## src/rtl/load_extend_pipe_pkg.sv

```systemverilog
// Shared constants and helpers for the MEM->WB load-data extender.
package load_extend_pipe_pkg;

    localparam int SZW  = 2;
    localparam int TAGW = 5;

    localparam logic [SZW-1:0] SZ_BYTE = 2'b00;
    localparam logic [SZW-1:0] SZ_HALF = 2'b01;
    localparam logic [SZW-1:0] SZ_WORD = 2'b10;
    localparam logic [SZW-1:0] SZ_RSVD = 2'b11;

    typedef logic [SZW-1:0]  size_t;
    typedef logic [TAGW-1:0] tag_t;

    // Halfwords must sit on an even byte, words on offset 0; the reserved size is never valid.
    function automatic logic is_misaligned(input size_t size, input logic off_lsb, input logic off_nonzero);
        logic bad;
        bad = 1'b0;
        case (size)
            SZ_BYTE: bad = 1'b0;
            SZ_HALF: bad = off_lsb;
            SZ_WORD: bad = off_nonzero;
            default: bad = 1'b1;
        endcase
        return bad;
    endfunction

endpackage

```

## src/rtl/load_extend_pipe_lane_extend.sv

```systemverilog
// Combinational lane select plus sign/zero fill; misaligned or reserved accesses yield zero data.
module load_extend_pipe_lane_extend
    import load_extend_pipe_pkg::*;
#(
    parameter int DW   = 32,
    parameter int OFFW = $clog2(DW/8)
) (
    input  logic [DW-1:0]   rdata_i,
    input  logic [OFFW-1:0] off_i,
    input  logic [SZW-1:0]  size_i,
    input  logic            signed_i,
    output logic [DW-1:0]   data_o,
    output logic            misal_o
);

    logic [7:0]  byte_s;
    logic [15:0] half_s;
    logic        misal_s;

    // Shift the addressed byte down to bit 0 (little-endian lanes) and keep only the low lanes.
    always_comb begin
        byte_s = 8'(rdata_i >> {off_i, 3'b000});
        half_s = 16'(rdata_i >> {off_i, 3'b000});
    end

    // Extend the selected lane; a misaligned result is forced to zero.
    always_comb begin
        data_o  = '0;
        misal_s = is_misaligned(size_i, off_i[0], off_i != '0);
        if (misal_s) begin
            data_o = '0;
        end else begin
            case (size_i)
                SZ_BYTE: data_o = {{(DW-8){signed_i & byte_s[7]}}, byte_s};
                SZ_HALF: data_o = {{(DW-16){signed_i & half_s[15]}}, half_s};
                SZ_WORD: data_o = rdata_i;
                default: data_o = '0;
            endcase
        end
        misal_o = misal_s;
    end

endmodule

```

## src/rtl/load_extend_pipe.sv

```systemverilog
// Registered load extender with a two-slot (MAIN + SKID) ready/valid buffer; in_ready depends
// only on registered state, so WB back-pressure never forms a combinational path upstream.
module load_extend_pipe
    import load_extend_pipe_pkg::*;
#(
    parameter  int DW   = 32,
    localparam int OFFW = $clog2(DW/8)
) (
    input  logic            clk,
    input  logic            rst,
    input  logic            flush,
    input  logic            in_valid,
    output logic            in_ready,
    input  logic [DW-1:0]   in_rdata,
    input  logic [OFFW-1:0] in_offset,
    input  logic [1:0]      in_size,
    input  logic            in_signed,
    input  logic [4:0]      in_rd,
    output logic            out_valid,
    input  logic            out_ready,
    output logic [DW-1:0]   out_data,
    output logic [4:0]      out_rd,
    output logic            out_misal
);

    logic [DW-1:0] ext_data_s;
    logic          ext_misal_s;
    logic          acc_s;
    logic          drain_s;

    logic          main_valid_q, main_valid_d;
    logic [DW-1:0] main_data_q,  main_data_d;
    tag_t          main_rd_q,    main_rd_d;
    logic          main_misal_q, main_misal_d;

    logic          skid_valid_q, skid_valid_d;
    logic [DW-1:0] skid_data_q,  skid_data_d;
    tag_t          skid_rd_q,    skid_rd_d;
    logic          skid_misal_q, skid_misal_d;

    load_extend_pipe_lane_extend #(
        .DW   (DW),
        .OFFW (OFFW)
    ) u_lane_extend (
        .rdata_i  (in_rdata),
        .off_i    (in_offset),
        .size_i   (in_size),
        .signed_i (in_signed),
        .data_o   (ext_data_s),
        .misal_o  (ext_misal_s)
    );

    // Handshake qualifiers; an occupied SKID is the only reason to refuse a beat.
    always_comb begin
        acc_s   = in_valid & ~skid_valid_q;
        drain_s = main_valid_q & out_ready;
    end

    // Slot next-state: SKID refills MAIN first to keep FIFO order, new beats bypass to MAIN when possible.
    always_comb begin
        main_valid_d = main_valid_q;
        main_data_d  = main_data_q;
        main_rd_d    = main_rd_q;
        main_misal_d = main_misal_q;
        skid_valid_d = skid_valid_q;
        skid_data_d  = skid_data_q;
        skid_rd_d    = skid_rd_q;
        skid_misal_d = skid_misal_q;
        if (flush) begin
            main_valid_d = 1'b0;
            main_data_d  = '0;
            main_rd_d    = '0;
            main_misal_d = 1'b0;
            skid_valid_d = 1'b0;
            skid_data_d  = '0;
            skid_rd_d    = '0;
            skid_misal_d = 1'b0;
        end else if (!main_valid_q || drain_s) begin
            if (skid_valid_q) begin
                main_valid_d = 1'b1;
                main_data_d  = skid_data_q;
                main_rd_d    = skid_rd_q;
                main_misal_d = skid_misal_q;
                skid_valid_d = 1'b0;
            end else if (acc_s) begin
                main_valid_d = 1'b1;
                main_data_d  = ext_data_s;
                main_rd_d    = in_rd;
                main_misal_d = ext_misal_s;
            end else begin
                main_valid_d = 1'b0;
            end
        end else if (acc_s) begin
            skid_valid_d = 1'b1;
            skid_data_d  = ext_data_s;
            skid_rd_d    = in_rd;
            skid_misal_d = ext_misal_s;
        end else begin
            skid_valid_d = skid_valid_q;
        end
    end

    // Slot registers with synchronous reset.
    always_ff @(posedge clk) begin
        if (rst) begin
            main_valid_q <= 1'b0;
            main_data_q  <= '0;
            main_rd_q    <= '0;
            main_misal_q <= 1'b0;
            skid_valid_q <= 1'b0;
            skid_data_q  <= '0;
            skid_rd_q    <= '0;
            skid_misal_q <= 1'b0;
        end else begin
            main_valid_q <= main_valid_d;
            main_data_q  <= main_data_d;
            main_rd_q    <= main_rd_d;
            main_misal_q <= main_misal_d;
            skid_valid_q <= skid_valid_d;
            skid_data_q  <= skid_data_d;
            skid_rd_q    <= skid_rd_d;
            skid_misal_q <= skid_misal_d;
        end
    end

    // Outputs come straight from registers.
    always_comb begin
        in_ready  = ~skid_valid_q;
        out_valid = main_valid_q;
        out_data  = main_data_q;
        out_rd    = main_rd_q;
        out_misal = main_misal_q;
    end

endmodule

```

## config.mk

```make
export PLATFORM = sky130hd
export DESIGN_NAME = load_extend_pipe
export DESIGN_NICKNAME = d
export VERILOG_FILES = /design/src/rtl/load_extend_pipe_pkg.sv /design/src/rtl/load_extend_pipe_lane_extend.sv /design/src/rtl/load_extend_pipe.sv
export SDC_FILE = /design/constraint.sdc
export NUM_CORES = 1
export LEC_CHECK = 0
export CORE_MARGIN = 10
export CORE_UTILIZATION = 45
export CTS_BUF_LIST = sky130_fd_sc_hd__clkbuf_2
export CTS_CLUSTER_SIZE = 14
export DETAILED_ROUTE_END_ITERATION = 8
export PLACE_DENSITY = 0.78
export SLEW_MARGIN = 20
export SYNTH_ARGS = -nofsm -noshare
export SYNTH_HDL_FRONTEND = slang
export SYNTH_SLANG_ARGS = --single-unit
```

## constraint.sdc

```tcl
create_clock -name clk -period 1.8 [get_ports clk]
set_input_delay 0.36 -clock clk [delete_from_list [all_inputs] [get_ports clk]]
set_output_delay 0.36 -clock clk [all_outputs]
set_load 0.02 [all_outputs]
```

### Yosys cells after proc, flatten, opt, wreduce, memory -nomap -nowiden

Index checks and enable logic that the tools add are counted.

* bits in registers: 78
* bits in latches: 0
* RAM bits: 0
* bits in read-only memories: 0
* input bits: 47
* memories: 0

* add/subtract/negate cells: 0
* $mul: 0
* div/mod/pow operators: 0
* order comparisons: 0
* equal/unequal tests: 2
* shift operators: 1
* mux-type cells: 11
* bitwise operators: 6
* reductions and logical operators: 9

Operators with widths (number)
* 2-to-1 mux 32 bit: 3
* one-hot mux 32 bit (3 select lines): 1
* right shift 32 x 5 -> 16 bit: 1
* 2-to-1 mux 5 bit: 2
* AND 1 bit: 4
* 2-to-1 mux 1 bit: 4
* AND reduction 2 bit: 2
* nonzero test 2 bit: 2
* one-hot mux 1 bit (3 select lines): 1
* OR reduction 3 bit: 1
* == test 2 x 1 -> 1 bit, second input constant: 1
* == test 2 bit, second input constant: 1
* logical NOT 2 bit: 1
* NOT 1 bit: 2
* OR reduction 2 bit: 1
* logical NOT 1 bit: 1
* logical OR 1 bit: 1

### Depth between registers and ports, before layout

* depth in word-level cells: 6
* depth in mapped cells: 8

### Modules after synthesis

A second synthesis with hierarchy kept.

* cells, all modules: 484
* area total of the unflattened synthesis: 4120.2 um2

By module, submodules not included
* load_extend_pipe: times used 1, cells an instance 351, area each 3235.6 um2
* load_extend_pipe_lane_extend: times used 1, cells an instance 133, area each 884.6 um2

### Worst setup path after synthesis

Ideal clock, no wire load.

* path type: in2reg
* start: input port in_offset[0]
* end: register main_data_q[2], in the netlist out_data[2]
* setup time: 0.139 ns
* data arrival time: 1.700 ns
* slack: -0.039 ns
* cell stages on the path: 6
* cells stage by stage: buf_6 > buf_6 > mux4_2 > and2_1 > a2111oi_1 > nor4_1

* word-level cells in the longest chain between the ends: 5
* elaborated cells between the ends (all ways): 7

RTL lines
* from (decl): RTL line load_extend_pipe.sv:15 `input logic [OFFW-1:0] in_offset,`
* right shift 32 x 5 -> 16 bit / nonzero test 2 bit (equally long branches): RTL line load_extend_pipe_lane_extend.sv:23, load_extend_pipe_lane_extend.sv:29
* one-hot mux 32 bit (3 select lines) / one-hot mux 1 bit (3 select lines) (equally long branches): RTL line load_extend_pipe_lane_extend.sv:33, load_extend_pipe_pkg.sv:19
* 2-to-1 mux 32 bit (*): RTL line load_extend_pipe_lane_extend.sv:30 `if (misal_s) begin`
* 2-to-1 mux 32 bit (*): RTL line load_extend_pipe.sv:85 `end else if (acc_s) begin`
* 2-to-1 mux 32 bit (*): RTL line load_extend_pipe.sv:79 `if (skid_valid_q) begin`
* to (signal assigned): RTL line load_extend_pipe.sv:116 `main_data_q <= main_data_d;`
* to (decl): RTL line load_extend_pipe.sv:32 `logic [DW-1:0] main_data_q, main_data_d;`

Mark *: on every way between the ends. The rest lies on a longest branch, timed or not. The select of a mux whose other input is x is not followed.
A chain may end at the register's enable or synchronous reset.

### Final worst setup path

* start: input port in_offset[1]
* end: register main_data_q[15], in the netlist out_data[15]

* word-level cells in the longest chain between the ends: 6
* elaborated cells between the ends (all ways): 8

RTL lines
* right shift 32 x 5 -> 16 bit: RTL line load_extend_pipe_lane_extend.sv:23 `half_s = 16'(rdata_i >> {off_i, 3'b000});`
* AND 1 bit: RTL line load_extend_pipe_lane_extend.sv:34 `SZ_BYTE: data_o = {{(DW-8){signed_i & byte_s[7]}}, byte_s};`
* one-hot mux 32 bit (3 select lines): RTL line load_extend_pipe_lane_extend.sv:33 `case (size_i)`
* 2-to-1 mux 32 bit (*): RTL line load_extend_pipe_lane_extend.sv:30
* 2-to-1 mux 32 bit (*): RTL line load_extend_pipe.sv:85
* 2-to-1 mux 32 bit (*): RTL line load_extend_pipe.sv:79

Marked as above.

==> results.tsv <==
metric	value	unit
worst reg-to-reg path cell count	6	
PD cells	660	mW/mm^2
status	finished, final reports clean	
slowest stage delay, CP	570	ps
part of the cycle the worst path needs	0.991	
Layout Utilization	0.684	
Die H	113	um
Placed Area	0.00544	sq mm
Synth Warn #	0	
CP max-delay cell	clkdlybuf4s50_1	
Slew Limit Headroom	0.576	
area leader, netlist	dfxtp_1	
DR vias/cell	6.39	
critical-path maximum fanout	5	
EDFF count, synth	0	
DPL Wire Length	10.3	mm
Die Wd	113	um
Layout area overhead	46.1	%
Fillers	641	
Clock Tree Buf Depth	2	
initial core utilization	0.468	
Synth cell types	48	
CTS tree	done	
Peak VDD IR	0.000556	V
RD Place Congestion	0.930	
Synth top area share	0.400	
detailed-route DRC error count	0	
CTS HTree Levels	3	
cell count after synthesis	432	
Port Buf Inserts	86	
clock skew	16.3	ps
Crit Reg-Reg Endpoint	skid_data_q[22]	
Psw	1.11	mW
initial antenna violation count	0	
unrepaired setup endpoints after global routing	yes	
fin area	0.00571	sq mm
total power	3.76	mW
TritonCTS Buffers	9	
final number of max-transition violations	0	
most common library cells after synthesis	78 x dfxtp_1, 38 x a211oi_1, 30 x clkbuf_1, 28 x o21ai_1, 27 x nand2_1	
worst path required time	2260	ps
Routed WL per cell	21.2	um
Post-CTS Hold Buffers	0	
DR iter-0 viols	314	
Syn Area/Cell	9.04	sq um
Worst Path Arrival	2240	ps
worst-margin pin slew	635	ps
Worst Path Buf+Inv	2	
switching share of power	0.296	
Worst-Skew Late Latency	550	ps
Hold WC Path Type	in -> reg	
total routed wirelength	14.3	mm
Crit path max-delay family	buffers and inverters	
FMAX	561	MHz
Leak	2.23	nW
top post-synthesis cells by area	dfxtp_1 40%, a211oi_1 7.3%, a22oi_1 4.6%	
cell area after synthesis	0.00391	sq mm
met3 usage	0.0507	
depth of the worst hold-timing path	3	
shortest period the worst path allows	1780	ps
Combinational Power Share	0.229	
total global-route track usage	0.208	
Startpoint Class	input pin	
# diodes	0	
met2 Resource Use GR	0.334	
Yosys reg bits	78	
IO Pins	87	
cell with the most instances after synthesis	dfxtp_1	
via count	4302	
placed insts	654	
Sequential Power Share	0.474	
Crit. End Element	flip-flop	
layout cell share with drive strength beyond 1	0.222	
Clock power frac	0.297	
area of the multi-input gates	0.00228	sq mm
setup_tns	0	ps
remaining antenna violation count after routing	0	
sequential-to-total area share from yosys stat	0.400	
asr flop ratio synth	0	
syn_nets	479	
ys flop type	dfxtp_1	
R2R setup slack	170	ps
worst-path cell chain	clkdlybuf4s50_1 > mux2_2 > a22o_2 > a311oi_1 > buf_4 > a211oi_1	
global-route wire length before repair	21.8	mm
clk slew on worst S/H paths	220	ps
# Max-Cap Violations	0	
largest net degree at the start of global routing	35	
Hold Path Origin	in_rd[0]	
met1 global-route usage	0.263	
launch point of the worst reg-to-reg path	skid_valid_q	
Worst Hold Endpoint	skid_rd_q[0]	
grt peak-use layer	met2	
vias in the first global route	4030	
Setup Viol. Count Final	0	
clk sink count	78	
Hold Vio Cnt, Final	0	
total core area	0.00834	sq mm
die area	0.0128	sq mm
clk root buf	clkbuf_2	
final net count	610	
Post-Layout Cell Count	673	
worst setup path category	in -> reg	
Internal Power	2.65	mW
# rows	33	
register area	0.00157	sq mm
Remaining Overflow, GRT	0	
DRT Pass-1 Iters	5	
## layout by cell type, fill, tap and decap left out, drive strengths merged, types with 8 or more instances in the layout
cell / Yosys / final
dfxtp: 78 / 78
buf: 14 / 76
o21ai: 51 / 51
clkdlybuf4s50: 0 / 46
dlygate4sd2: 0 / 39
a211oi: 38 / 38
nand2: 27 / 27
a22oi: 24 / 24
nor2: 23 / 23
a21oi: 17 / 17
a221oi: 16 / 16
mux2i: 12 / 12
a31oi: 12 / 12
clkbuf: 30 / 12
nor3: 10 / 10
and2: 9 / 9
mux4: 8 / 8
nor4: 8 / 8
mux2: 8 / 8
a2111oi: 8 / 8
## repair_timing
action	CTS	global route
setup endpoints to repair	50	33
resized for setup	46	18
hold endpoints to repair	0	0
gates cloned	0	2
pin swaps	0	1
buffers inserted	0	1
## power groups by stage
stage / clock network, mW / registers (mW) / logic [mW]
after CTS: 1.12 / 1.78 / 0.793
final: 1.12 / 1.78 / 0.862
after detailed placement: 0 / 1.82 / 0.807
after floorplan: 0 / 1.86 / 0.331
after global placement: 0 / 1.82 / 0.788
after global routing: 1.19 / 1.79 / 0.913
## layer usage
metal / vias to the layer above / wire length, um
met5: - / 0
met4: 0 / 470
met3: 45 / 1320
met2: 247 / 6750
met1: 2061 / 5720
li1: 1949 / -
## state kept, by name, summed over array words and instances, names as in the netlist
signal and cells:
out_data 32, skid_data_q 32, skid_valid_q 1, out_misal 1
skid_rd_q 5, skid_misal_q 1, out_valid 1, out_rd 5
## worst register-to-register path, delay by kind of cell (launching register included)
| kind | cells | cell delay [ps] |
|---|---|---|
| buffers and inverters | 3 | 570 |
| DFF | 1 | 430 |
| AOI/OAI and AO/OA | 2 | 290 |
| and+or+nand+nor | 1 | 290 |
## worst max-delay path by stage
stage	slack, ps	to	cells after the start	startpoint
6_report	20	out_data[15]	6	in_offset[1]
5_1_grt	-50	out_data[29]	9	in_offset[0]
4_1_cts	5	out_data[24]	8	in_offset[0]
3_5_place_dp	-650	out_data[1]	6	in_offset[0]
3_3_place_gp	-550	out_data[9]	6	in_offset[1]
2_1_floorplan	5	out_data[2]	6	in_offset[0]
## area by class of cell
type,instances,share of cell area
clock buffer,10,0.00877
clock inverter,6,0.0149
sequential,78,0.274
timing repair buffer,164,0.277
inverter,2,0.00132
tap,105,0.0230
multi-input combinational,308,0.400
## through the flow
step	hold WS (ps)	setup WS (ps)
floorplan	426	5.50
CTS	417	5.20
finish	426	16.5
detailed placement	440	-648
global placement	434	-554
global route	426	-51.2
## cell families after synthesis
logic type | share of synthesized area
flops | 0.400
compound gates | 0.328
buf+inv | 0.0528
mux | 0.0999
simple gates | 0.120
(Power assumes the default switching activity.)
